--- config.mk ---
export PLATFORM = sky130hd
export DESIGN_NAME = duck_motion_ctrl
export DESIGN_NICKNAME = d
export VERILOG_FILES = /design/src/rtl/duck_motion_ctrl.sv
export SDC_FILE = /design/constraint.sdc
export NUM_CORES = 1
export LEC_CHECK = 0
export CAP_MARGIN = 20
export CORE_MARGIN = 2
export CORE_UTILIZATION = 53
export CTS_CLUSTER_SIZE = 40
export DETAILED_ROUTE_END_ITERATION = 8
export MAX_ROUTING_LAYER = met4
export PLACE_DENSITY = 0.85
export SLEW_MARGIN = 20
export SYNTH_ARGS = -nofsm -noshare
export SYNTH_HDL_FRONTEND = slang
export SYNTH_SLANG_ARGS = --single-unit
--- constraint.sdc ---
create_clock -name clk -period 4.17 [get_ports clk]
set_clock_uncertainty 0.2 [all_clocks]
set_input_delay 0.417 -clock clk [delete_from_list [all_inputs] [get_ports clk]]
set_output_delay 0.417 -clock clk [all_outputs]
set_load 0.05 [all_outputs]
--- src/rtl/duck_motion_ctrl.sv ---
`default_nettype none
// duck_motion_ctrl -- multi-duck movement engine with edge bounce, shot/escape kills and a
// serialized erase/draw handshake toward the VGA drawer.                        Rev 1.0
module duck_motion_ctrl #(
  parameter int N_DUCKS      = 2,
  parameter int X_W          = 8,
  parameter int Y_W          = 7,
  parameter int X_MAX        = 159,
  parameter int Y_MAX        = 119,
  parameter int STEP         = 1,
  parameter int ESCAPE_TICKS = 64
) (
  input  logic                 clk,
  input  logic                 reset_n,
  input  logic                 tick,
  input  logic [2*N_DUCKS-1:0] rand_dir,
  input  logic [X_W+Y_W-1:0]   rand_pos,
  input  logic                 shot_valid,
  input  logic [2:0]           shot_idx,
  output logic                 draw_req,
  input  logic                 draw_ack,
  output logic                 draw_erase,
  output logic [2:0]           draw_idx,
  output logic [X_W-1:0]       draw_x,
  output logic [Y_W-1:0]       draw_y,
  output logic [N_DUCKS-1:0]   alive,
  output logic                 hit,
  output logic                 escaped,
  output logic                 tick_miss
);

  localparam int IDX_W = (N_DUCKS > 1) ? $clog2(N_DUCKS) : 1;
  localparam int NSLOT = 1 << IDX_W;

  typedef enum logic [2:0] {
    S_IDLE  = 3'd0,
    S_SPAWN = 3'd1,
    S_SVC   = 3'd2,
    S_ERASE = 3'd3,
    S_MOVE  = 3'd4,
    S_DRAW  = 3'd5
  } state_t;

  state_t           r_state;
  logic [2:0]       r_idx;
  logic             r_spawn;
  logic             r_tick_pend;
  logic [NSLOT-1:0] r_alive;
  logic [NSLOT-1:0] r_erase_pend;
  logic [NSLOT-1:0] r_dx;
  logic [NSLOT-1:0] r_dy;
  logic [X_W-1:0]   r_x   [NSLOT];
  logic [Y_W-1:0]   r_y   [NSLOT];
  logic [7:0]       r_age [NSLOT];

  logic [IDX_W-1:0] w_i;
  logic [IDX_W-1:0] w_shot_slot;
  logic             w_shot_hit;
  logic             w_shot_on_cur;
  logic             w_last;
  state_t           w_adv_state;
  logic [2:0]       w_adv_idx;
  logic [X_W-1:0]   w_seed_x;
  logic [Y_W-1:0]   w_seed_y;
  logic [X_W-1:0]   w_spawn_x;
  logic [Y_W-1:0]   w_spawn_y;
  logic [X_W-1:0]   w_cur_x;
  logic [Y_W-1:0]   w_cur_y;
  logic [X_W:0]     w_x_plus;
  logic [Y_W:0]     w_y_plus;
  logic [X_W-1:0]   w_nx;
  logic [Y_W-1:0]   w_ny;
  logic             w_ndx;
  logic             w_ndy;
  logic [7:0]       w_age_nx;
  logic             w_esc;

  assign w_i           = r_idx[IDX_W-1:0];
  assign w_shot_slot   = shot_idx[IDX_W-1:0];
  assign w_shot_hit    = shot_valid && (int'(shot_idx) < N_DUCKS) && r_alive[w_shot_slot];
  assign w_shot_on_cur = w_shot_hit && (shot_idx == r_idx);
  assign w_last        = (r_idx == 3'(N_DUCKS - 1));
  assign w_adv_state   = w_last ? S_IDLE : S_SVC;
  assign w_adv_idx     = w_last ? r_idx : r_idx + 3'd1;

  assign w_seed_x  = rand_pos[X_W-1:0];
  assign w_seed_y  = rand_pos[X_W+Y_W-1:X_W];
  assign w_spawn_x = (int'(w_seed_x) > X_MAX) ? X_W'(X_MAX) : w_seed_x;
  assign w_spawn_y = (int'(w_seed_y) > Y_MAX) ? Y_W'(Y_MAX) : w_seed_y;

  assign w_cur_x  = r_x[w_i];
  assign w_cur_y  = r_y[w_i];
  assign w_x_plus = {1'b0, w_cur_x} + (X_W+1)'(STEP);
  assign w_y_plus = {1'b0, w_cur_y} + (Y_W+1)'(STEP);
  assign w_age_nx = r_age[w_i] + 8'd1;
  assign w_esc    = (w_age_nx == 8'(ESCAPE_TICKS));

  // Bounce clamps to the edge and flips direction; coordinates never wrap.
  always_comb begin
    w_nx  = w_cur_x;
    w_ndx = r_dx[w_i];
    if (r_dx[w_i]) begin
      if (int'(w_x_plus) > X_MAX) begin
        w_nx  = X_W'(X_MAX);
        w_ndx = 1'b0;
      end else begin
        w_nx = w_x_plus[X_W-1:0];
      end
    end else if (int'(w_cur_x) < STEP) begin
      w_nx  = '0;
      w_ndx = 1'b1;
    end else begin
      w_nx = w_cur_x - X_W'(STEP);
    end

    w_ny  = w_cur_y;
    w_ndy = r_dy[w_i];
    if (r_dy[w_i]) begin
      if (int'(w_y_plus) > Y_MAX) begin
        w_ny  = Y_W'(Y_MAX);
        w_ndy = 1'b0;
      end else begin
        w_ny = w_y_plus[Y_W-1:0];
      end
    end else if (int'(w_cur_y) < STEP) begin
      w_ny  = '0;
      w_ndy = 1'b1;
    end else begin
      w_ny = w_cur_y - Y_W'(STEP);
    end
  end

  assign alive = r_alive[N_DUCKS-1:0];

  always_ff @(posedge clk or negedge reset_n) begin
    if (!reset_n) begin
      r_state      <= S_IDLE;
      r_idx        <= '0;
      r_spawn      <= 1'b0;
      r_tick_pend  <= 1'b0;
      r_alive      <= '0;
      r_erase_pend <= '0;
      r_dx         <= '0;
      r_dy         <= '0;
      for (int k = 0; k < NSLOT; k++) begin
        r_x[k]   <= '0;
        r_y[k]   <= '0;
        r_age[k] <= '0;
      end
      draw_req   <= 1'b0;
      draw_erase <= 1'b0;
      draw_idx   <= '0;
      draw_x     <= '0;
      draw_y     <= '0;
      hit        <= 1'b0;
      escaped    <= 1'b0;
      tick_miss  <= 1'b0;
    end else begin
      hit       <= w_shot_hit;
      escaped   <= 1'b0;
      tick_miss <= 1'b0;

      if (r_state == S_IDLE) begin
        if (tick || r_tick_pend) r_tick_pend <= 1'b0;
      end else if (tick) begin
        if (r_tick_pend) tick_miss <= 1'b1;
        else             r_tick_pend <= 1'b1;
      end

      case (r_state)
        S_IDLE: begin
          r_spawn <= 1'b0;
          if (tick || r_tick_pend) begin
            r_idx   <= '0;
            r_state <= (r_alive == '0) ? S_SPAWN : S_SVC;
          end
        end
        S_SPAWN: begin
          for (int k = 0; k < N_DUCKS; k++) begin
            r_alive[k] <= 1'b1;
            r_age[k]   <= '0;
            r_x[k]     <= w_spawn_x;
            r_y[k]     <= w_spawn_y;
            r_dx[k]    <= rand_dir[2*k];
            r_dy[k]    <= rand_dir[2*k+1];
          end
          r_erase_pend <= '0;
          r_spawn      <= 1'b1;
          r_state      <= S_SVC;
        end
        S_SVC: begin
          draw_idx <= r_idx;
          draw_x   <= w_cur_x;
          draw_y   <= w_cur_y;
          if (r_alive[w_i]) begin
            draw_req   <= 1'b1;
            draw_erase <= !r_spawn;
            r_state    <= r_spawn ? S_DRAW : S_ERASE;
          end else if (r_erase_pend[w_i]) begin
            r_erase_pend[w_i] <= 1'b0;
            draw_req          <= 1'b1;
            draw_erase        <= 1'b1;
            r_state           <= S_ERASE;
          end else begin
            r_state <= w_adv_state;
            r_idx   <= w_adv_idx;
          end
        end
        S_ERASE: begin
          if (draw_ack) begin
            draw_req <= 1'b0;
            if (r_alive[w_i] && !w_shot_on_cur) begin
              r_state <= S_MOVE;
            end else begin
              r_state <= w_adv_state;
              r_idx   <= w_adv_idx;
            end
          end
        end
        S_MOVE: begin
          // A shot landing now outranks the escape; the sprite is already erased.
          if (w_shot_on_cur || !r_alive[w_i]) begin
            r_state <= w_adv_state;
            r_idx   <= w_adv_idx;
          end else if (w_esc) begin
            r_age[w_i]        <= w_age_nx;
            r_alive[w_i]      <= 1'b0;
            r_erase_pend[w_i] <= 1'b1;
            escaped           <= 1'b1;
            r_state           <= w_adv_state;
            r_idx             <= w_adv_idx;
          end else begin
            r_age[w_i] <= w_age_nx;
            r_x[w_i]   <= w_nx;
            r_y[w_i]   <= w_ny;
            r_dx[w_i]  <= w_ndx;
            r_dy[w_i]  <= w_ndy;
            draw_req   <= 1'b1;
            draw_erase <= 1'b0;
            draw_idx   <= r_idx;
            draw_x     <= w_nx;
            draw_y     <= w_ny;
            r_state    <= S_DRAW;
          end
        end
        S_DRAW: begin
          if (draw_ack) begin
            draw_req <= 1'b0;
            r_state  <= w_adv_state;
            r_idx    <= w_adv_idx;
          end
        end
        default: r_state <= S_IDLE;
      endcase

      if (w_shot_hit) begin
        r_alive[w_shot_slot]      <= 1'b0;
        r_erase_pend[w_shot_slot] <= 1'b1;
      end
    end
  end

endmodule
`default_nettype wire

==> results.json, run 1 <==
{
  "status": "finished clean",
  "final_cells": 847,
  "ios": 52,
  "reg2reg_slack_ps": 460,
  "min_from": "draw_y[1]",
  "path_cells": "mux2_2, ha_1, nand4_1, nand2_1, xnor2_1, a2111oi_4, buf_4, a21o_1, nor2_2, mux2_2",
  "fill_cells": 941,
  "gp_congestion": 0.983,
  "die-area_mm2": 0.0118,
  "grt_max_degree": 61,
  "area_delta_synth_final_pct": 15.0,
  "layout-drive-gt1-share": 0.124,
  "grt.total_usage": 0.308,
  "leakage_nw": 2.67,
  "overflow": 0,
  "drc": 0,
  "nets": 738,
  "hold_end": "draw_y[1]",
  "slew_headroom": 0.470,
  "cts_hold_buf": 1,
  "start_kind": "register",
  "die_h_um": 109,
  "drtIter0Drc": 456,
  "first_global_vias": 5531,
  "clk_pin_slew_ps": 80,
  "wl_met3_um": 1220,
  "vdd_drop_max_v": 0.000402,
  "holdWs_ps": 296,
  "synth-edff-count": 0,
  "async_flop_share": 1.00,
  "dp.final_hpwl_um": 11700,
  "r2r_start": "r_idx[0]",
  "crit_arrival_ps": 3780,
  "cap_violations": 0,
  "slowest_delay_ps": 670,
  "hold_viol": 0,
  "finalCriticalPeriod_ps": 3710,
  "wl_per_cell_um": 19.5,
  "min_path_type": "reg -> reg",
  "reg2regPathDepth": 10,
  "grt_pass1_wl_um": 27300,
  "cts_resized": 0,
  "cts_tree": "done",
  "h-tree-depth": 3,
  "rows": 38,
  "clockRootBuffer": "clkbuf_8",
  "antenna_found_initial": 0,
  "drt-vias-per-instance": 6.51,
  "post_cts_buffers": 0,
  "cp_max_fo": 20,
  "drt_pass1_iterations": 5,
  "hold_depth": 1,
  "p_per_area_mw_per_mm2": 881,
  "cts_buffer_depth": 2,
  "clock.fmax_mhz": 270,
  "numClockSinks": 85,
  "synth.net_count": 688,
  "clockPowerShare": 0.096,
  "syn_inst": 652,
  "crit_top_cell": "mux2_2",
  "synth-warning-count": 0,
  "fp.dieW_um": 109,
  "core-area_mm2": 0.0107,
  "wl_met2_um": 7910,
  "timing_worst_setup_path_type": "reg -> reg",
  "crit_cells": 10,
  "worst_pin_slew_ps": 793,
  "synth-seq-area-share": 0.367,
  "critPathTopFamily": "multiplexers",
  "cell_internal_pwr_w": 0.00289,
  "numCtsBuffers": 9,
  "wl_um": 16500,
  "layout_commonest_cell": "dfrtp_1",
  "setup_violations": 0,
  "end_kind": "register",
  "synthFlopType": "dfrtp_1",
  "seqPwrFrac": 0.263,
  "swShare": 0.508,
  "antenna_cells": 0,
  "post_synth.cell_area_avg_um2": 8.89,
  "portBuffers": 51,
  "place_worst_setup_slack_ps": 506,
  "p_comb_frac": 0.641,
  "synth_seq_cells": 85,
  "crit_required_ps": 4240,
  "cpMaxStageDelayCell": "dfrtp_2",
  "met1Wirelength_um": 6720,
  "cp.buffers_inverters": 1,
  "dp.cells": 830,
  "power_switching_w": 0.00299,
  "start_util": 0.540,
  "dr_total_vias": 5514,
  "layout_common_cells": "84 x dfrtp_1, 68 x nand2_1, 56 x nor2_1",
  "slew_violations": 0,
  "clk_latency_ps": 390,
  "tns_ps": 0,
  "rr_endpoint": "r_x[11]",
  "grt_setup_unrepaired": "false",
  "yosysUniqueCellTypes": 70,
  "setup_ws_ps": 461,
  "detail-route-antenna-nets": 0,
  "synth_area_mm2": 0.00580,
  "fin_crit_sh": 0.890,
  "highest_layer": "met4"
}
worst register-to-register path, stage by stage, from the launching register on:
cell and delay, ps:
dfrtp_2 670, mux2_2 420, ha_1 300, nand4_1 160, nand2_1 80, xnor2_1 360
a2111oi_4 100, buf_4 180, a21o_1 180, nor2_2 550, mux2_2 420
cells by family (layout without fill, tap and decap cells):
group / count (synthesis) / in the layout / synth area share
xor+xnor: 16 / 16 / 0.0242
simple gates: 220 / 220 / 0.189
fa+ha+maj: 9 / 9 / 0.0194
compound gates: 210 / 210 / 0.239
buf+inv: 48 / 103 / 0.0414
mux: 64 / 64 / 0.121
flops: 85 / 85 / 0.367
cell usage after synthesis (9+ instances only):
master	n	area share
o22ai_1	14	0.015
o22a_1	9	0.014
a21oi_1	40	0.035
dfrtp_1	85	0.37
inv_1	15	0.0097
a211oi_1	9	0.012
ha_1	9	0.019
nor3_1	21	0.018
mux2i_1	24	0.041
a31oi_1	16	0.017
nand2_1	68	0.044
nand3_1	14	0.012
o21ai_0	52	0.045
nor2_1	57	0.037
xnor2_1	11	0.017
mux2_2	36	0.070
clkbuf_1	23	0.015
sequential cells by signal, indices dropped and copies added, names as in the netlist, 3 cells and up:
name      flops
r_age        16
r_state       3
draw_x        8
r_idx         3
r_y          14
r_x          16
draw_idx      3
draw_y        7
worst max path at each step:
stage	startpoint	to	slack, ps
2_1_floorplan	r_idx[0]	draw_idx[0]	30
3_3_place_gp	r_idx[0]	draw_x[0]	580
3_5_place_dp	r_idx[0]	r_x[11]	510
4_1_cts	r_idx[0]	r_x[11]	480
5_1_grt	r_idx[0]	draw_x[0]	260
6_report	r_idx[0]	r_x[11]	460
per-layer routing:
layer | vias to the layer above | global-route usage
li1 | 2541 | -
met1 | 2669 | 0.373
met2 | 242 | 0.489
met3 | 62 | 0.0657
met4 | 0 | 0.153
met5 | - | -
power by group through the flow:
stage	combinational (W)	sequential [W]	clock (W)
finish	0.00377	0.00155	0.000561
CTS	0.00373	0.00153	0.000578
global placement	0.00364	0.00153	0
detailed placement	0.00371	0.00154	0
global route	0.00410	0.00159	0.000615
floorplan	0.00249	0.00175	0
area by class of cell:
cell class              count  area, um2  share of cell area
multi-input cells         519       3430               0.515
inverters                  15       56.3             0.00844
clock buffers              10        138              0.0206
clock inverters             6       46.3             0.00694
repair buffers             72        693               0.104
well taps                 140        175              0.0263
flip-flops and latches     85       2130               0.319
per-stage QoR:
step	area, um2	total power [W]	utilization
2_1_floorplan	5800	0.00425	-
3_3_place_gp	6480	0.00516	0.603
3_5_place_dp	6480	0.00526	0.603
4_1_cts	6670	0.00584	0.621
5_1_grt	6670	0.00630	0.621
6_report	6670	0.00588	0.621
Note: power is estimated with default switching activity, not from simulation.
==> run 2, diff against run 1 <==
--- a/config.mk
+++ b/config.mk
@@ -11,7 +11,7 @@
 export CTS_CLUSTER_SIZE = 40
 export DETAILED_ROUTE_END_ITERATION = 8
 export MAX_ROUTING_LAYER = met4
-export PLACE_DENSITY = 0.85
+export PLACE_DENSITY = 0.89
 export SLEW_MARGIN = 20
 export SYNTH_ARGS = -nofsm -noshare
 export SYNTH_HDL_FRONTEND = slang
==> results.json, run 2 (synthesis results as in run 1) <==
{
  "place_worst_setup_slack_ps": 358,
  "seqCellArea_mm2": 0.00213,
  "overflow": 0,
  "antenna_cells": 0,
  "cts_tree": "done",
  "fill_cells": 923,
  "dr_total_vias": 5562,
  "seqPwrFrac": 0.267,
  "setup_ws_ps": 347,
  "multi_input_area_mm2": 0.00344,
  "numCtsBuffers": 9,
  "vdd_drop_max_v": 0.000387,
  "core-area_mm2": 0.0107,
  "first_global_vias": 5325,
  "cts_buffer_depth": 2,
  "worst_pin_slew_ps": 831,
  "layout-drive-gt1-share": 0.125,
  "start_kind": "register",
  "timing_worst_setup_path_type": "reg -> reg",
  "post_cts_buffers": 0,
  "status": "finished clean",
  "setup_violations": 0,
  "dp.cells": 830,
  "clock.fmax_mhz": 262,
  "leakage_nw": 2.65,
  "drtIter0Drc": 610,
  "drc": 0,
  "die_h_um": 109,
  "grt.total_usage": 0.301,
  "die-area_mm2": 0.0118,
  "drt_pass1_iterations": 5,
  "gp_congestion": 0.956,
  "end_kind": "register",
  "portBuffers": 51,
  "min_path_type": "reg -> reg",
  "slew_headroom": 0.446,
  "clockRootBuffer": "clkbuf_8",
  "p_comb_frac": 0.641,
  "clockPowerShare": 0.092,
  "grt_max_degree": 54,
  "layout_commonest_cell": "dfrtp_1",
  "crit_arrival_ps": 3880,
  "p_per_area_mw_per_mm2": 882,
  "tns_ps": 0,
  "numClockSinks": 85,
  "power_switching_w": 0.00299,
  "ios": 52,
  "antenna_found_initial": 0,
  "finalCriticalPeriod_ps": 3820,
  "top_regs": "r_age: 16 flops, r_x: 16 flops, r_y: 14 flops",
  "nets": 738,
  "area_delta_synth_final_pct": 14.4,
  "dp.final_hpwl_um": 11600,
  "grt_pass1_wl_um": 26700,
  "h-tree-depth": 3,
  "clk_pin_slew_ps": 80,
  "swShare": 0.511,
  "wl_per_cell_um": 19.6,
  "final_cells": 846,
  "clk_latency_ps": 380,
  "layout_common_cells": "84 x dfrtp_1, 68 x nand2_1, 56 x nor2_1",
  "cap_violations": 0,
  "hold_viol": 0,
  "wl_um": 16600,
  "start_util": 0.540,
  "cell_internal_pwr_w": 0.00286,
  "rows": 38,
  "cp_max_fo": 40,
  "fin_crit_sh": 0.917,
  "drt-vias-per-instance": 6.57,
  "grt_setup_unrepaired": "false",
  "fp.dieW_um": 109,
  "reg2reg_slack_ps": 350,
  "crit_required_ps": 4230,
  "detail-route-antenna-nets": 0,
  "slew_violations": 0
}
run 2: path summary, 6_finish.rpt:
check / from / endpoint / depth (start not counted)
min reg2reg: r_age[14] / r_age[14] / 2
min in group asynchronous: reset_n / draw_y[6] / 2
max: r_idx[0] / draw_y[0] / 11
min: r_age[14] / r_age[14] / 2
max reg2reg: r_idx[0] / draw_y[0] / 11
max in group asynchronous: reset_n / alive[1] / 3
run 2: timing repair:
item,4_1_cts,5_1_grt
resized for setup,0,1
hold buffers,1,0
hold endpoints to repair,52,0
setup endpoints to repair,0,1
run 2: power by group through the flow:
stage	Sequential, W	Clock (W)	Combinational, W
finish	0.00156	0.000539	0.00375
global route	0.00160	0.000583	0.00406
CTS	0.00155	0.000542	0.00369
detailed placement	0.00156	0	0.00367
global placement	0.00154	0	0.00359
floorplan	0.00175	0	0.00249
run 2: final cells by class:
class / instances / area share
multi-input cells: 519 / 0.518
flip-flops and latches: 85 / 0.321
repair buffers: 72 / 0.101
well taps: 140 / 0.0264
clock buffers: 10 / 0.0208
inverters: 15 / 0.00849
clock inverters: 5 / 0.00415
run 2: layer usage:
metal | vias to the layer above | track usage | wire (um) | part of all wire
met5 | - | - | 0 | 0
met4 | 0 | 0.109 | 393 | 0.024
met3 | 41 | 0.0603 | 1430 | 0.086
met2 | 281 | 0.461 | 7850 | 0.47
met1 | 2712 | 0.397 | 6930 | 0.42
li1 | 2528 | - | - | -
run 2: critical path, cell delays in order (launching register included):
cell       delay (ps)
dfrtp_2           560
buf_4             470
mux2i_1           320
inv_1             110
ha_1              300
and3b_1           210
a211oi_1          230
a2111oi_0         120
o31ai_2           480
a211o_1           270
a31oi_1           140
mux2_2            300
run 2: stage by stage:
stage | hold WS, ps | instance area, um2 | util | power [W]
CTS | 295 | 6630 | 0.617 | 0.00577
global placement | 262 | 6450 | 0.600 | 0.00513
floorplan | -78.6 | 5800 | - | 0.00425
global route | 315 | 6630 | 0.617 | 0.00624
detailed placement | 273 | 6450 | 0.600 | 0.00523
finish | 295 | 6630 | 0.617 | 0.00585
